$ cat src/rtl/conv2d_stream_feeder.sv
// Transmit side of the conv2D PE input interface: fetches a weight kernel and
// then a feature map from a memory read port, and rebroadcasts the returned
// words in order as two valid-qualified streams.
//
// state   | meaning
// --------+---------------------------------------------------------------
// S_IDLE  | waiting for start; job parameters captured on start
// S_REQ   | issuing reads, bounded by MAX_OUTSTANDING in flight
// S_DRAIN | all reads issued; waiting for the remaining responses
// S_DONE  | single-cycle completion pulse
module conv2d_stream_feeder #(
   parameter int AWIDTH          = 32,
   parameter int DWIDTH          = 32,
   parameter int WT_DIM          = 3,
   parameter int MAX_OUTSTANDING = 4
) (
   input  logic              clk,
   input  logic              rst,
   input  logic              start,
   input  logic [AWIDTH-1:0] wt_base_addr,
   input  logic [AWIDTH-1:0] fm_base_addr,
   input  logic [DWIDTH-1:0] fm_dim,
   output logic              idle,
   output logic              done,
   output logic [AWIDTH-1:0] req_addr,
   output logic              req_valid,
   input  logic              req_ready,
   input  logic [DWIDTH-1:0] resp_data,
   input  logic              resp_valid,
   output logic [DWIDTH-1:0] pe_weight_data_o,
   output logic              pe_weight_data_valid,
   output logic [DWIDTH-1:0] pe_fm_data_o,
   output logic              pe_fm_data_valid
);
   localparam int WT_SIZE = WT_DIM * WT_DIM;
   // One extra bit so WT_SIZE + FM_SIZE never wraps even with a full-width map.
   localparam int CW = DWIDTH + 1;
   localparam int OW = $clog2(MAX_OUTSTANDING + 1);
   localparam logic [CW-1:0] WT_SIZE_C = CW'(WT_SIZE);
   localparam logic [OW-1:0] MAX_OS    = OW'(MAX_OUTSTANDING);

   typedef enum logic [1:0] {S_IDLE, S_REQ, S_DRAIN, S_DONE} state_t;

   state_t            state, state_nxt;
   logic [AWIDTH-1:0] wt_base, fm_base;
   logic [DWIDTH-1:0] fm_size;
   logic [CW-1:0]     req_cnt, resp_cnt, total;
   logic [OW-1:0]     outstanding;
   logic              fire, accept, last_req;
   logic [CW-1:0]     word_idx;
   logic [AWIDTH-1:0] word_base;

   assign total     = WT_SIZE_C + {1'b0, fm_size};
   assign req_valid = (state == S_REQ) && (outstanding < MAX_OS);
   assign fire      = req_valid && req_ready;
   assign last_req  = (req_cnt == total - CW'(1));
   // Responses outside REQ/DRAIN, or with nothing in flight, are protocol noise.
   assign accept    = resp_valid && (outstanding != '0) &&
                      ((state == S_REQ) || (state == S_DRAIN));

   // Request address: kernel words first, then map words, 4-byte stride.
   always_comb begin
      if (req_cnt < WT_SIZE_C) begin
         word_idx  = req_cnt;
         word_base = wt_base;
      end else begin
         word_idx  = req_cnt - WT_SIZE_C;
         word_base = fm_base;
      end
      req_addr = word_base + (AWIDTH'(word_idx) << 2);
   end

   // State register.
   always_ff @(posedge clk) begin
      if (rst) state <= S_IDLE;
      else     state <= state_nxt;
   end

   // Next-state and status outputs.
   always_comb begin
      state_nxt = state;
      idle      = 1'b0;
      done      = 1'b0;
      case (state)
         S_IDLE: begin
            idle = 1'b1;
            if (start) state_nxt = S_REQ;
         end
         S_REQ: begin
            if (fire && last_req) state_nxt = S_DRAIN;
         end
         S_DRAIN: begin
            if ((resp_cnt == total) && (outstanding == '0)) state_nxt = S_DONE;
         end
         S_DONE: begin
            done      = 1'b1;
            state_nxt = S_IDLE;
         end
         default: state_nxt = S_IDLE;
      endcase
   end

   // Job parameters and request/response bookkeeping.
   always_ff @(posedge clk) begin
      if (rst) begin
         wt_base     <= '0;
         fm_base     <= '0;
         fm_size     <= '0;
         req_cnt     <= '0;
         resp_cnt    <= '0;
         outstanding <= '0;
      end else if (state == S_IDLE) begin
         if (start) begin
            wt_base <= wt_base_addr;
            fm_base <= fm_base_addr;
            fm_size <= fm_dim * fm_dim;
         end
         req_cnt     <= '0;
         resp_cnt    <= '0;
         outstanding <= '0;
      end else begin
         if (fire)   req_cnt  <= req_cnt + CW'(1);
         if (accept) resp_cnt <= resp_cnt + CW'(1);
         if (fire && !accept)      outstanding <= outstanding + OW'(1);
         else if (!fire && accept) outstanding <= outstanding - OW'(1);
      end
   end

   // Registered stream outputs; the first WT_SIZE responses are weights.
   always_ff @(posedge clk) begin
      if (rst) begin
         pe_weight_data_o     <= '0;
         pe_weight_data_valid <= 1'b0;
         pe_fm_data_o         <= '0;
         pe_fm_data_valid     <= 1'b0;
      end else begin
         pe_weight_data_valid <= 1'b0;
         pe_fm_data_valid     <= 1'b0;
         if (accept) begin
            if (resp_cnt < WT_SIZE_C) begin
               pe_weight_data_o     <= resp_data;
               pe_weight_data_valid <= 1'b1;
            end else begin
               pe_fm_data_o     <= resp_data;
               pe_fm_data_valid <= 1'b1;
            end
         end
      end
   end

endmodule

$ cat config.mk
export PLATFORM = sky130hd
export DESIGN_NAME = conv2d_stream_feeder
export DESIGN_NICKNAME = d
export VERILOG_FILES = /design/src/rtl/conv2d_stream_feeder.sv
export SDC_FILE = /design/constraint.sdc
export NUM_CORES = 2
export LEC_CHECK = 0
export CAP_MARGIN = 20
export CORE_ASPECT_RATIO = 0.75
export CORE_UTILIZATION = 55
export CTS_BUF_LIST = sky130_fd_sc_hd__clkbuf_4 sky130_fd_sc_hd__clkbuf_8 sky130_fd_sc_hd__clkbuf_16
export CTS_CLUSTER_DIAMETER = 40
export DETAILED_ROUTE_END_ITERATION = 8
export PLACE_DENSITY = 0.82
export REMOVE_ABC_BUFFERS = 1
export SLEW_MARGIN = 40
export SYNTH_ARGS = -nofsm -noshare
export SYNTH_HDL_FRONTEND = slang
export SYNTH_SLANG_ARGS = --single-unit
$ cat constraint.sdc
create_clock -name clk -period 8.3 [get_ports clk]
set_input_delay 1.66 -clock clk [delete_from_list [all_inputs] [get_ports clk]]
set_output_delay 1.66 -clock clk [all_outputs]
set_load 0.01 [all_outputs]
==> flow_summary.toml <==
[place]
gp_congestion = 0.943
port_buffers = 232
dp_hpwl_um = 55100

[cts]
cts_root_buf = "clkbuf_16"
cts_buffer_depth = 3
holdBufCountCts = 0
clk_latency_ns = 0.54
numCtsBuffers = 24
htree_levels = 1
cts_sinks = 232
cts.clk_slew.worst_paths_ns = 0.07
cts_tree = "yes"

[timing]
slew_headroom = 0.405
max_freq_mhz = 123
holdWs_ns = 0.453
finalSetupViolations = 0
grt_setup_unrepaired = "yes"
fin_crit_ns = 8.12
post-route-period-util = 0.979
clock_skew_ns = 0.0162
hold_viol = 0
worst_slew_pin_slew_ns = 0.869
drv_slew = 0

[grt]
grt_max_degree = 97
grt_pass1_wl_um = 113000
grtUsageTotal = 0.282
antenna_found_initial = 1
grt_pass1_vias = 23000
grt-ovfl-total = 0

[yosys]
syn_area_per_cell_um2 = 8.54
synth_area_mm2 = 0.0266
synth_flop_cell = "dfxtp_1"
yosysTopAreaCell = "fa_1"
synth_seq_cells = 232
syn_inst = 3119
synth_edf_count = 0
synthTopCellsByArea = "fa_1 (28%), dfxtp_1 (17%), ha_1 (7.9%)"
synth-seq-area-share = 0.174
synth_most_common_cell = "inv_1"
yosys-top-cells-count = "inv_1 (543), nand2_1 (377), fa_1 (367)"
yosysUniqueCellTypes = 79
yosysTopAreaCellShare = 0.276
async_flop_share = 0
synth_warnings = 0

[finish]
areaGrowthSynthToFinish_pct = 23.2
drive_gt1_frac = 0.133
fill_cells = 3494
n_antenna_cell = 0
nets = 4144

[drt]
drtIter0Drc = 1870
vias = 22300
post-route-drc-count = 0
wl_per_cell_um = 17.0
wl_um = 70400
drtAntennaViolNets = 0
vias_per_cell = 5.40
dr.pass1.iters = 8

[critical_path]
cpMaxStageDelayCell = "fa_1"
cp.required_ns = 8.75
arrival_ns = 8.57
endpoint_kind = "flip-flop"
worst-setup-path-type = "in2reg"
critPathMaxStageDelay_ns = 0.56
crit_start = "fm_dim[8]"
critPathLaunchType = "input port"
timing.rr.start = "fm_size[3]"
crit_fanout = 5

[floorplan]
rows = 69
io_pins = 234
start_util = 0.560
die_width_um = 256
die_area_mm2 = 0.0493
dieHeight_um = 193
coreArea_mm2 = 0.0476

[min_path]
min_path_type = "reg2reg"
worstHoldStart = "fm_base[17]"

[job]
drv_cap = 0

[run_status]
status = "finished, final reports clean"
layer usage:
layer | track usage | share of wire | vias to the layer above
li1 | - | - | 10600
met2 | 0.476 | 0.48 | 741
met5 | 0 | 0.00018 | -
met1 | 0.380 | 0.42 | 10900
met3 | 0.0473 | 0.074 | 140
met4 | 0.0673 | 0.023 | 2
cells in the final DEF, fill, tap and decap left out, types with 75 or more instances in the layout:
master,instances
xnor2_1,104
clkdlybuf4s50_1,215
buf_4,219
fa_1,353
nor2_1,194
dfxtp_1,232
and2_1,110
inv_1,528
a21oi_1,156
nand2_1,368
mux2i_1,75
xor2_1,94
ha_1,155
metrics by stage:
stage | worst slack [ns] | cells | util | setup TNS [ns] | cell area, µm²
2_1_floorplan | 0.0351 | 2955 | - | 0 | 26000
4_1_cts | -0.0573 | 4109 | 0.674 | -0.0573 | 32000
3_5_place_dp | -0.814 | 4065 | 0.652 | -7.97 | 31000
5_1_grt | -0.0786 | 4132 | 0.690 | -0.184 | 32800
6_report | 0.176 | 4132 | 0.690 | 0 | 32800
3_3_place_gp | -0.687 | 4065 | 0.652 | -6.06 | 31000
kinds of logic (layout without fill, tap and decap cells):
family | after synthesis | after routing | synth area share
AND/OR/NAND/NOR | 977 | 977 | 0.176
buffers and inverters | 707 | 1081 | 0.101
flip-flops | 232 | 232 | 0.174
multiplexers | 108 | 108 | 0.0421
adder cells (fa/ha/maj) | 536 | 536 | 0.355
XOR/XNOR | 201 | 201 | 0.0676
AO/OA/AOI/OAI | 358 | 358 | 0.0841
final timing paths:
kind	endpoint	cells after the start	slack [ns]
worst min register to register	fm_base[17]	2	0.45
worst max-delay path	fm_size[26]	28	0.18
worst min-delay path	fm_base[17]	2	0.45
worst max register to register	state[0]	10	4.26
area by class of cell:
cell class / instances / area, µm² / area share
inverter: 543 / 2040 / 0.0622
clock inverter: 14 / 223 / 0.00679
sequential: 232 / 4640 / 0.142
tap: 639 / 800 / 0.0244
timing repair buffer: 494 / 4660 / 0.142
clock buffer: 30 / 682 / 0.0208
multi-input combinational: 2180 / 19800 / 0.602
flip-flops by register name, indices dropped and copies added, names as in the netlist, 3 cells and up:
name              cells
fm_base              32
resp_cnt             33
req_cnt              33
pe_fm_data_o         32
pe_weight_data_o     32
fm_size              31
outstanding           3
wt_base              32
critical path: cells and delay by family:
kind	cells	cell delay, ns
AND/OR/NAND/NOR	4	0.54
adder cells (fa/ha/maj)	9	4.07
XOR/XNOR	1	0.18
AO/OA/AOI/OAI	4	0.73
buffers and inverters	10	1.38
timing repair:
item | 4_1_cts | 5_1_grt
pin swaps | 7 | 93
buffers inserted | 0 | 19
cloned | 0 | 3
setup endpoints to repair | 7 | 16
hold endpoints to repair | 0 | 0
resized for setup | 26 | 130
Power is left out: the tool's default activity adds up to more than one toggle a clock period on the data nets, which glitch-free logic cannot reach.
